--- config.mk ---
export PLATFORM = sky130hd
export DESIGN_NAME = snitch_icache_refill_writer_flat
export DESIGN_NICKNAME = d
export VERILOG_FILES = /design/src/rtl/snitch_icache_pkg.sv /design/src/rtl/snitch_icache_refill_writer_if.sv /design/src/rtl/snitch_icache_refill_writer.sv /design/src/flat_wrapper.sv
export SDC_FILE = /design/constraint.sdc
export NUM_CORES = 1
export LEC_CHECK = 0
export CELL_PAD_IN_SITES_DETAIL_PLACEMENT = 2
export CELL_PAD_IN_SITES_GLOBAL_PLACEMENT = 2
export CORE_ASPECT_RATIO = 0.6
export CORE_MARGIN = 2
export CORE_UTILIZATION = 23
export DETAILED_ROUTE_END_ITERATION = 6
export GPL_TIMING_DRIVEN = 1
export PLACE_DENSITY_LB_ADDON = 0.1
export SLEW_MARGIN = 20
export SYNTH_ARGS = -nofsm -noshare
export SYNTH_HDL_FRONTEND = slang
export SYNTH_SLANG_ARGS = --single-unit
export TNS_END_PERCENT = 50
--- constraint.sdc ---
create_clock -name clk_i -period 3.9 [get_ports clk_i]
set_input_delay 1.17 -clock clk_i [delete_from_list [all_inputs] [get_ports clk_i]]
set_output_delay 1.17 -clock clk_i [all_outputs]
set_load 0.005 [all_outputs]
--- src/rtl/snitch_icache_pkg.sv ---
// Shared types and helpers for the instruction-cache refill path.
package snitch_icache_pkg;

  typedef enum logic [1:0] {
    IDLE,
    COLLECT,
    WRITE,
    RESPOND
  } refill_state_e;

  function automatic int unsigned beats_per_line(input int unsigned line_w,
                                                 input int unsigned beat_w);
    return line_w / beat_w;
  endfunction

  function automatic int unsigned cnt_width(input int unsigned n);
    return (n > 1) ? $clog2(n) : 1;
  endfunction

endpackage

--- src/rtl/snitch_icache_refill_writer_if.sv ---
// Miss, refill-beat, RAM-write and completion channels of the refill writer.
interface snitch_icache_refill_writer_if #(
  parameter int unsigned FETCH_AW    = 32,
  parameter int unsigned ID_WIDTH    = 4,
  parameter int unsigned LINE_WIDTH  = 128,
  parameter int unsigned BEAT_WIDTH  = 32,
  parameter int unsigned WAY_COUNT   = 4,
  parameter int unsigned LINE_ALIGN  = 4,
  parameter int unsigned COUNT_ALIGN = 5,
  parameter int unsigned TAG_WIDTH   = FETCH_AW - LINE_ALIGN - COUNT_ALIGN,
  parameter int unsigned SET_ALIGN   = (WAY_COUNT > 1) ? $clog2(WAY_COUNT) : 1
);

  logic [FETCH_AW-1:0]    miss_addr_i;
  logic [ID_WIDTH-1:0]    miss_id_i;
  logic                   miss_valid_i;
  logic                   miss_ready_o;

  logic [BEAT_WIDTH-1:0]  refill_data_i;
  logic                   refill_error_i;
  logic                   refill_last_i;
  logic                   refill_valid_i;
  logic                   refill_ready_o;

  logic [COUNT_ALIGN-1:0] write_addr_o;
  logic [SET_ALIGN-1:0]   write_set_o;
  logic [LINE_WIDTH-1:0]  write_data_o;
  logic [TAG_WIDTH-1:0]   write_tag_o;
  logic                   write_error_o;
  logic                   write_valid_o;
  logic                   write_ready_i;

  logic [ID_WIDTH-1:0]    rsp_id_o;
  logic [LINE_WIDTH-1:0]  rsp_data_o;
  logic                   rsp_error_o;
  logic                   rsp_valid_o;
  logic                   rsp_ready_i;

  modport slave (
    input  miss_addr_i, miss_id_i, miss_valid_i,
    output miss_ready_o,
    input  refill_data_i, refill_error_i, refill_last_i, refill_valid_i,
    output refill_ready_o,
    output write_addr_o, write_set_o, write_data_o, write_tag_o, write_error_o,
    output write_valid_o,
    input  write_ready_i,
    output rsp_id_o, rsp_data_o, rsp_error_o, rsp_valid_o,
    input  rsp_ready_i
  );

  modport master (
    output miss_addr_i, miss_id_i, miss_valid_i,
    input  miss_ready_o,
    output refill_data_i, refill_error_i, refill_last_i, refill_valid_i,
    input  refill_ready_o,
    input  write_addr_o, write_set_o, write_data_o, write_tag_o, write_error_o,
    input  write_valid_o,
    output write_ready_i,
    input  rsp_id_o, rsp_data_o, rsp_error_o, rsp_valid_o,
    output rsp_ready_i
  );

endinterface

--- src/rtl/snitch_icache_refill_writer.sv ---
// Assembles refill beats into a cache line, writes it into a round-robin victim
// way of the lookup RAM, then reports the completed line to the miss handler.
module snitch_icache_refill_writer
  import snitch_icache_pkg::*;
#(
  parameter int unsigned FETCH_AW    = 32,
  parameter int unsigned ID_WIDTH    = 4,
  parameter int unsigned LINE_WIDTH  = 128,
  parameter int unsigned BEAT_WIDTH  = 32,
  parameter int unsigned WAY_COUNT   = 4,
  parameter int unsigned LINE_ALIGN  = 4,
  parameter int unsigned COUNT_ALIGN = 5,
  parameter int unsigned TAG_WIDTH   = FETCH_AW - LINE_ALIGN - COUNT_ALIGN,
  parameter int unsigned SET_ALIGN   = (WAY_COUNT > 1) ? $clog2(WAY_COUNT) : 1
) (
  input logic clk_i,
  input logic rst_i,
  snitch_icache_refill_writer_if.slave bus
);

  localparam int unsigned BEATS = beats_per_line(LINE_WIDTH, BEAT_WIDTH);
  localparam int unsigned CNT_W = cnt_width(BEATS);
  localparam logic [CNT_W-1:0]     LAST_BEAT = CNT_W'(BEATS - 1);
  localparam logic [SET_ALIGN-1:0] LAST_WAY  = SET_ALIGN'(WAY_COUNT - 1);

  refill_state_e          state_q;
  logic [CNT_W-1:0]       beat_cnt;
  logic                   err_q;
  logic [SET_ALIGN-1:0]   victim_q;
  logic [LINE_WIDTH-1:0]  line_q;
  logic [COUNT_ALIGN-1:0] index_q;
  logic [TAG_WIDTH-1:0]   tag_q;
  logic [ID_WIDTH-1:0]    id_q;
  logic                   miss_ready_q;
  logic                   refill_ready_q;
  logic                   write_valid_q;
  logic                   rsp_valid_q;

  logic beat_hs;
  logic beat_final;
  logic unused_offset;

  // Byte offset within the line never reaches the RAM.
  assign unused_offset = ^bus.miss_addr_i[LINE_ALIGN-1:0];

  assign beat_hs    = bus.refill_valid_i & refill_ready_q;
  assign beat_final = (beat_cnt == LAST_BEAT) | bus.refill_last_i;

  always_ff @(posedge clk_i) begin
    if (rst_i) begin
      state_q        <= IDLE;
      beat_cnt       <= '0;
      err_q          <= 1'b0;
      victim_q       <= '0;
      line_q         <= '0;
      miss_ready_q   <= 1'b1;
      refill_ready_q <= 1'b0;
      write_valid_q  <= 1'b0;
      rsp_valid_q    <= 1'b0;
    end else begin
      case (state_q)
        IDLE: begin
          if (bus.miss_valid_i && miss_ready_q) begin
            index_q        <= bus.miss_addr_i[LINE_ALIGN +: COUNT_ALIGN];
            tag_q          <= bus.miss_addr_i[FETCH_AW-1 : LINE_ALIGN+COUNT_ALIGN];
            id_q           <= bus.miss_id_i;
            beat_cnt       <= '0;
            err_q          <= 1'b0;
            line_q         <= '0;
            miss_ready_q   <= 1'b0;
            refill_ready_q <= 1'b1;
            state_q        <= COLLECT;
          end
        end
        COLLECT: begin
          if (beat_hs) begin
            for (int b = 0; b < BEATS; b++) begin
              if (beat_cnt == CNT_W'(b)) begin
                line_q[b*BEAT_WIDTH +: BEAT_WIDTH] <= bus.refill_data_i;
              end
            end
            beat_cnt <= beat_cnt + 1'b1;
            // A last flag that disagrees with the beat count (early or missing)
            // marks the line as unusable.
            err_q <= err_q | bus.refill_error_i
                   | ((beat_cnt == LAST_BEAT) != bus.refill_last_i);
            if (beat_final) begin
              refill_ready_q <= 1'b0;
              write_valid_q  <= 1'b1;
              state_q        <= WRITE;
            end
          end
        end
        WRITE: begin
          if (bus.write_ready_i) begin
            victim_q      <= (victim_q == LAST_WAY) ? '0 : victim_q + 1'b1;
            write_valid_q <= 1'b0;
            rsp_valid_q   <= 1'b1;
            state_q       <= RESPOND;
          end
        end
        RESPOND: begin
          if (bus.rsp_ready_i) begin
            rsp_valid_q  <= 1'b0;
            miss_ready_q <= 1'b1;
            state_q      <= IDLE;
          end
        end
        default: state_q <= IDLE;
      endcase
    end
  end

  assign bus.miss_ready_o   = miss_ready_q;
  assign bus.refill_ready_o = refill_ready_q;
  assign bus.write_addr_o   = index_q;
  assign bus.write_set_o    = victim_q;
  assign bus.write_data_o   = line_q;
  assign bus.write_tag_o    = tag_q;
  assign bus.write_error_o  = err_q;
  assign bus.write_valid_o  = write_valid_q;
  assign bus.rsp_id_o       = id_q;
  assign bus.rsp_data_o     = line_q;
  assign bus.rsp_error_o    = err_q;
  assign bus.rsp_valid_o    = rsp_valid_q;

  // A final beat arriving without its last flag must still end the collection
  // and poison the line.
  missing_last_poisons: assert property (@(posedge clk_i) disable iff (rst_i)
    (state_q == COLLECT && beat_hs && beat_cnt == LAST_BEAT && !bus.refill_last_i)
    |=> (state_q == WRITE && err_q));

endmodule

--- src/flat_wrapper.sv ---
// flat-port wrapper written by rule: the top's interface ports become plain ports
module snitch_icache_refill_writer_flat import snitch_icache_pkg::*;
#(
  parameter int unsigned FETCH_AW    = 32,
  parameter int unsigned ID_WIDTH    = 4,
  parameter int unsigned LINE_WIDTH  = 128,
  parameter int unsigned BEAT_WIDTH  = 32,
  parameter int unsigned WAY_COUNT   = 4,
  parameter int unsigned LINE_ALIGN  = 4,
  parameter int unsigned COUNT_ALIGN = 5,
  parameter int unsigned TAG_WIDTH   = FETCH_AW - LINE_ALIGN - COUNT_ALIGN,
  parameter int unsigned SET_ALIGN   = (WAY_COUNT > 1) ? $clog2(WAY_COUNT) : 1
)
  (clk_i, rst_i, bus_miss_addr_i, bus_miss_id_i, bus_miss_valid_i, bus_miss_ready_o, bus_refill_data_i, bus_refill_error_i, bus_refill_last_i, bus_refill_valid_i, bus_refill_ready_o, bus_write_addr_o, bus_write_set_o, bus_write_data_o, bus_write_tag_o, bus_write_error_o, bus_write_valid_o, bus_write_ready_i, bus_rsp_id_o, bus_rsp_data_o, bus_rsp_error_o, bus_rsp_valid_o, bus_rsp_ready_i);
  snitch_icache_refill_writer_if #(.FETCH_AW(FETCH_AW), .ID_WIDTH(ID_WIDTH), .LINE_WIDTH(LINE_WIDTH), .BEAT_WIDTH(BEAT_WIDTH), .WAY_COUNT(WAY_COUNT), .LINE_ALIGN(LINE_ALIGN), .COUNT_ALIGN(COUNT_ALIGN), .TAG_WIDTH(TAG_WIDTH), .SET_ALIGN(SET_ALIGN)) bus_i ();
  input logic clk_i;
  input logic rst_i;
  input wire logic [$bits(bus_i.miss_addr_i)-1:0] bus_miss_addr_i;
  input wire logic [$bits(bus_i.miss_id_i)-1:0] bus_miss_id_i;
  input wire logic [$bits(bus_i.miss_valid_i)-1:0] bus_miss_valid_i;
  output wire logic [$bits(bus_i.miss_ready_o)-1:0] bus_miss_ready_o;
  input wire logic [$bits(bus_i.refill_data_i)-1:0] bus_refill_data_i;
  input wire logic [$bits(bus_i.refill_error_i)-1:0] bus_refill_error_i;
  input wire logic [$bits(bus_i.refill_last_i)-1:0] bus_refill_last_i;
  input wire logic [$bits(bus_i.refill_valid_i)-1:0] bus_refill_valid_i;
  output wire logic [$bits(bus_i.refill_ready_o)-1:0] bus_refill_ready_o;
  output wire logic [$bits(bus_i.write_addr_o)-1:0] bus_write_addr_o;
  output wire logic [$bits(bus_i.write_set_o)-1:0] bus_write_set_o;
  output wire logic [$bits(bus_i.write_data_o)-1:0] bus_write_data_o;
  output wire logic [$bits(bus_i.write_tag_o)-1:0] bus_write_tag_o;
  output wire logic [$bits(bus_i.write_error_o)-1:0] bus_write_error_o;
  output wire logic [$bits(bus_i.write_valid_o)-1:0] bus_write_valid_o;
  input wire logic [$bits(bus_i.write_ready_i)-1:0] bus_write_ready_i;
  output wire logic [$bits(bus_i.rsp_id_o)-1:0] bus_rsp_id_o;
  output wire logic [$bits(bus_i.rsp_data_o)-1:0] bus_rsp_data_o;
  output wire logic [$bits(bus_i.rsp_error_o)-1:0] bus_rsp_error_o;
  output wire logic [$bits(bus_i.rsp_valid_o)-1:0] bus_rsp_valid_o;
  input wire logic [$bits(bus_i.rsp_ready_i)-1:0] bus_rsp_ready_i;
  assign bus_i.miss_addr_i = bus_miss_addr_i;
  assign bus_i.miss_id_i = bus_miss_id_i;
  assign bus_i.miss_valid_i = bus_miss_valid_i;
  assign bus_miss_ready_o = bus_i.miss_ready_o;
  assign bus_i.refill_data_i = bus_refill_data_i;
  assign bus_i.refill_error_i = bus_refill_error_i;
  assign bus_i.refill_last_i = bus_refill_last_i;
  assign bus_i.refill_valid_i = bus_refill_valid_i;
  assign bus_refill_ready_o = bus_i.refill_ready_o;
  assign bus_write_addr_o = bus_i.write_addr_o;
  assign bus_write_set_o = bus_i.write_set_o;
  assign bus_write_data_o = bus_i.write_data_o;
  assign bus_write_tag_o = bus_i.write_tag_o;
  assign bus_write_error_o = bus_i.write_error_o;
  assign bus_write_valid_o = bus_i.write_valid_o;
  assign bus_i.write_ready_i = bus_write_ready_i;
  assign bus_rsp_id_o = bus_i.rsp_id_o;
  assign bus_rsp_data_o = bus_i.rsp_data_o;
  assign bus_rsp_error_o = bus_i.rsp_error_o;
  assign bus_rsp_valid_o = bus_i.rsp_valid_o;
  assign bus_i.rsp_ready_i = bus_rsp_ready_i;
  snitch_icache_refill_writer #(.FETCH_AW(FETCH_AW), .ID_WIDTH(ID_WIDTH), .LINE_WIDTH(LINE_WIDTH), .BEAT_WIDTH(BEAT_WIDTH), .WAY_COUNT(WAY_COUNT), .LINE_ALIGN(LINE_ALIGN), .COUNT_ALIGN(COUNT_ALIGN), .TAG_WIDTH(TAG_WIDTH), .SET_ALIGN(SET_ALIGN)) u_core (.clk_i(clk_i), .rst_i(rst_i), .bus(bus_i));
endmodule
### After elaboration in Yosys (flattened, before gate mapping)

Cells that the tools add are included.

| word-level totals | value |
|---|---|
| bits in read-only memories | 0 |
| memories kept | 0 |
| register bits after elaboration | 171 |
| bits in latches | 0 |
| bits in writable memories | 0 |

| operators by class | value |
|---|---|
| shifts and indexed selects | 0 |
| muxes and demuxes | 33 |
| $lt $le $gt $ge | 0 |
| multipliers | 0 |
| reductions and logical operators | 19 |
| add/subtract/negate cells | 2 |
| bitwise operators | 5 |
| equality and inequality tests | 17 |
| divide/modulo/power cells | 0 |

Operators with widths:

| cell | count |
|---|---|
| $mux 128 | 2 |
| $pmux 128 s2 | 1 |
| $mux 32 | 4 |
| $reduce_and 4->1 | 6 |
| $mux 2 | 8 |
| $ne 2x1->1 const B | 7 |
| $reduce_and 3->1 | 4 |
| $mux 1 | 11 |
| $eq 2x2->1 const B | 5 |
| $pmux 1 s2 | 5 |
| $pmux 2 s4 | 1 |
| $reduce_bool 2->1 | 4 |
| $reduce_and 5->1 | 1 |
| $add 2x1->2 const B | 2 |
| $eq 2x1->1 const B | 2 |
| $logic_not 2->1 | 2 |
| $ne 2x2->1 const B | 2 |
| $pmux 2 s2 | 1 |
| $or 1x1->1 | 3 |
| $reduce_and 2->1 | 1 |
| $and 1x1->1 | 1 |
| $logic_and 1x1->1 | 1 |
| $ne 1x1->1 | 1 |
| $not 1->1 | 1 |

### Depth between registers and ports, before layout

| logic depth | value |
|---|---|
| word-level depth | 5 |
| gate-level depth with buffers | 6 |
| depth with buffers taken out | 6 |

### Worst setup path after synthesis

Ideal clock, no wire load.

| timing | value |
|---|---|
| kind | input to register |
| from | input port rst_i |
| to | register u_core.id_q[0] (netlist: u_core.bus.rsp_id_o[0]), enable pin |
| setup time | 0.421 ns |
| slack | 0.439 ns |
| path buffers | 3 |
| arrival time | 3.040 ns |
| stages | 4 |
| cell sequence | buf_2 clkbuf_1 buf_2 nor2_1 |

| on the way | value |
|---|---|
| longest elaborated chain between the ends | 2 |

Ends and longest elaborated chain:

| what | RTL line | text |
|---|---|---|
| from (decl) | flat_wrapper.sv:17 | `input logic rst_i;` |
| $not 1->1 (no line) | -- |  |
| $reduce_and 3->1 (no line) | -- |  |
| to (signal assigned) | snitch_icache_refill_writer.sv:66 | `id_q <= bus.miss_id_i;` |
| to (decl) | snitch_icache_refill_writer.sv:33 | `logic [ID_WIDTH-1:0] id_q;` |

Every way passes these cells.
A chain may end at the register's enable or synchronous reset.

### Worst setup path in the final report

| timing | value |
|---|---|
| from | register u_core.miss_ready_q (netlist: u_core.bus.miss_ready_o) |
| to | output port bus_miss_ready_o |

RTL lines:

| what | RTL line | text |
|---|---|---|
| from (decl) | snitch_icache_refill_writer.sv:34 | `logic miss_ready_q;` |
| from (signal assigned) | snitch_icache_refill_writer.sv:56 | `miss_ready_q <= 1'b1;` |
| from (signal assigned) | snitch_icache_refill_writer.sv:70 | `miss_ready_q <= 1'b0;` |
| from (signal assigned) | snitch_icache_refill_writer.sv:105 | `miss_ready_q <= 1'b1;` |
| to (decl) | flat_wrapper.sv:21 | `output wire logic [$bits(bus_i.miss_ready_o)-1:0] bus_miss_ready_o;` |

No word-level cell between the ends.

==> flow_metrics.env <==
export IMPL_ys_ff_latch=171
export IMPL_rsz0062_at_grt="false"
export IMPL_powerDensity_nw_per_um2=421
export IMPL_netlist_top_cells_count="dfxtp_1, inv_1, buf_4"
export IMPL_startpoint_type="flop"
export IMPL_vias=6002
export IMPL_grt_max_degree=95
export IMPL_cts_sinks=171
export IMPL_cts_htree_levels=4
export IMPL_synth_top_area_share=0.373
export IMPL_irDropWorstVdd_mv=0.303
export IMPL_layout_nets=1035
export IMPL_setup_viol=0
export IMPL_grt_pass1_wl_um=40300
export IMPL_fin_crit_sh=0.700
export IMPL_area_growth_pct=50.2
export IMPL_crit_family="buffers and inverters"
export IMPL_finalCriticalPeriod_ns=2.73
export IMPL_hold_buffers=0
export IMPL_syn_num_nets=803
export IMPL_crit_type="reg2out"
export IMPL_start_util=0.236
export IMPL_numCtsBuffers=17
export IMPL_ctsResizeCount=0
export IMPL_drc=0
export IMPL_cts_setup_buffers=0
export IMPL_crit_slowest_cell="clkdlybuf4s50_1"
export IMPL_rows=50
export IMPL_critical_path_arrival_ns=1.56
export IMPL_slew_violations=0
export IMPL_skew_ns=0.0151
export IMPL_required_ns=2.73
export IMPL_synth_mux_area_frac=0.00537
export IMPL_grt_util_all_layers=0.161
export IMPL_avgSynthCellArea_um2=10.4
export IMPL_synthCells=717
export IMPL_synth_fa_ha_area_frac=0.0168
export IMPL_viasPerCell=4.36
export IMPL_synth_flop_cell="dfxtp_1"
export IMPL_power_leakage_nw=3.57
export IMPL_place_area_um2=10600
export IMPL_synth_area_um2=7450
export IMPL_utilization=0.355
export IMPL_clk_pin_slew_ns=0.07
export IMPL_worst_path_buf_inv=1
export IMPL_dpl_hpwl_um=21000
export IMPL_fmax_mhz=367
export IMPL_status="finished, final reports clean"
export IMPL_wire_per_inst_um=20.4
export IMPL_critPathMaxStageDelay_ns=0.60
export IMPL_yosys_top_cells_area="dfxtp_1, o32ai_1, buf_4"
export IMPL_dieArea_um2=33900
export IMPL_drt_iter0_markers=197
export IMPL_place_congestion=0.714
export IMPL_synth_edf_count=32
export IMPL_drive_gt1_frac=0.0717
export IMPL_core_um2=31500
export IMPL_synth_area_leader_cell="dfxtp_1"
export IMPL_diodes=0
export IMPL_antenna_found_initial=0
export IMPL_postLayoutCellArea_um2=11200
export IMPL_crit_chain="clkdlybuf4s50_1"
export IMPL_die_height_um=143
export IMPL_slew_headroom=0.493
export IMPL_path_max_fanout=8
export IMPL_fin_tns_setup_ns=0
export IMPL_max_slew_worst_pin_slew_ns=0.760
export IMPL_synth_simple_gate_area_frac=0.0516
export IMPL_overflow=0
export IMPL_worstSetupEndpointType="output port"
export IMPL_cts_tree="built"
export IMPL_synth_xor_area_share=0
export IMPL_async_reset_ff_frac=0
export IMPL_yosysSeqAreaShare=0.502
export IMPL_ys_warn_count=0
export IMPL_pre_cts_slack_ns=0.730
export IMPL_die_w_um=236
export IMPL_yosysMostFrequentCell="dfxtp_1"
export IMPL_ys_types=34
export IMPL_maxCapViolCount=0
export IMPL_synth_compound_area_share=0.186
export IMPL_io_buffer_count=367
export IMPL_cts_root_buffer="clkbuf_16"
export IMPL_dr_pass1_iters=4
export IMPL_wl_um=28100
export IMPL_io_pins=372
export IMPL_hold_path_class="reg2reg"
export IMPL_layout_setup_ws_ns=1.17
export IMPL_clock_latency_ns=0.45
export IMPL_grt_pass1_vias=6294
export IMPL_antenna_left=0
export IMPL_hold_viol=0
export IMPL_clock_path_buffers=2
export IMPL_synth_top_family_by_area="buffers and inverters"
==> final cells by class <==
| type | instances | area (µm²) |
|---|---|---|
| clock inverter | 10 | 104 |
| clock buffer | 22 | 485 |
| timing repair buffer | 387 | 3860 |
| tap | 416 | 520 |
| inverter | 138 | 518 |
| multi-input combinational | 234 | 1960 |
| sequential | 171 | 3740 |
| fill | 3367 | 20300 |
==> per-layer routing <==
metal | vias to the layer above | routed length [µm] | share of wire | GRT usage
met5 | - | 0 | 0 | 0
met4 | 0 | 274 | 0.0097 | 0.0440
met3 | 20 | 1380 | 0.049 | 0.0449
met2 | 168 | 12900 | 0.46 | 0.252
met1 | 2980 | 13500 | 0.48 | 0.218
li1 | 2834 | - | - | -
==> registers in the layout, summed over array words and instances (netlist names) <==
| register | count |
|---|---|
| u_core.bus.write_set_o | 2 |
| u_core.bus.write_tag_o | 23 |
| u_core.bus.write_addr_o | 5 |
| u_core.beat_cnt | 2 |
| u_core.bus.rsp_valid_o | 1 |
| u_core.state_q | 2 |
| u_core.bus.rsp_error_o | 1 |
| u_core.bus.miss_ready_o | 1 |
| u_core.bus.rsp_id_o | 4 |
| u_core.bus.write_valid_o | 1 |
| u_core.bus.refill_ready_o | 1 |
| u_core.bus.rsp_data_o | 128 |
==> through the flow <==
stage               hold slack, ns  total power [mW]  instances
global route                 0.520              4.94       1378
global placement             0.483              3.03       1346
finish                       0.495              4.72       1378
detailed placement           0.495              3.04       1346
CTS                          0.504              4.79       1378
floorplan                    0.469              2.60        717
==> cells in the final DEF, fill, tap and decap left out, types with 2 or more instances in the layout <==
master / instances
a22oi_4: 4
o32ai_1: 128
a21oi_1: 9
o31ai_1: 2
nor2_1: 5
dfxtp_1: 139
nand3b_1: 2
nand3_2: 5
o21bai_1: 3
nand2_1: 4
inv_6: 2
o21ai_0: 3
nand3_1: 6
edfxtp_1: 32
clkdlybuf4s50_1: 366
clkbuf_16: 18
nand2b_1: 35
buf_4: 17
nor2b_1: 2
ha_1: 10
clkbuf_8: 2
buf_12: 3
clkbuf_1: 2
mux2i_1: 4
clkinvlp_4: 4
inv_1: 138
==> path summary, 6_finish.rpt <==
check	start	to	slack, ns	cells after the start
setup / recovery	u_core.bus.miss_ready_o$_SDFFE_PP1P_	bus_miss_ready_o	1.17	1
hold / removal	u_core.bus.write_set_o[1]$_SDFFE_PP0P_	u_core.bus.write_set_o[1]$_SDFFE_PP0P_	0.50	2
setup reg to reg	u_core.state_q[1]$_SDFFE_PP0P_	u_core.bus.rsp_data_o[30]$_SDFFE_PP0P_	1.40	6
hold reg to reg	u_core.bus.write_set_o[1]$_SDFFE_PP0P_	u_core.bus.write_set_o[1]$_SDFFE_PP0P_	0.50	2
==> power by group <==
group          internal, mW  switching (mW)
clock                 0.961           0.774
combinational         0.414           0.627
sequential             1.88          0.0608
==> logic make-up after synthesis <==
group                    after synthesis
adder cells (fa/ha/maj)               10
AO/OA/AOI/OAI                        155
buffers and inverters                312
multiplexers                           4
flip-flops                           171
AND/OR/NAND/NOR                       65
Note: power is estimated with default switching activity, not from simulation.
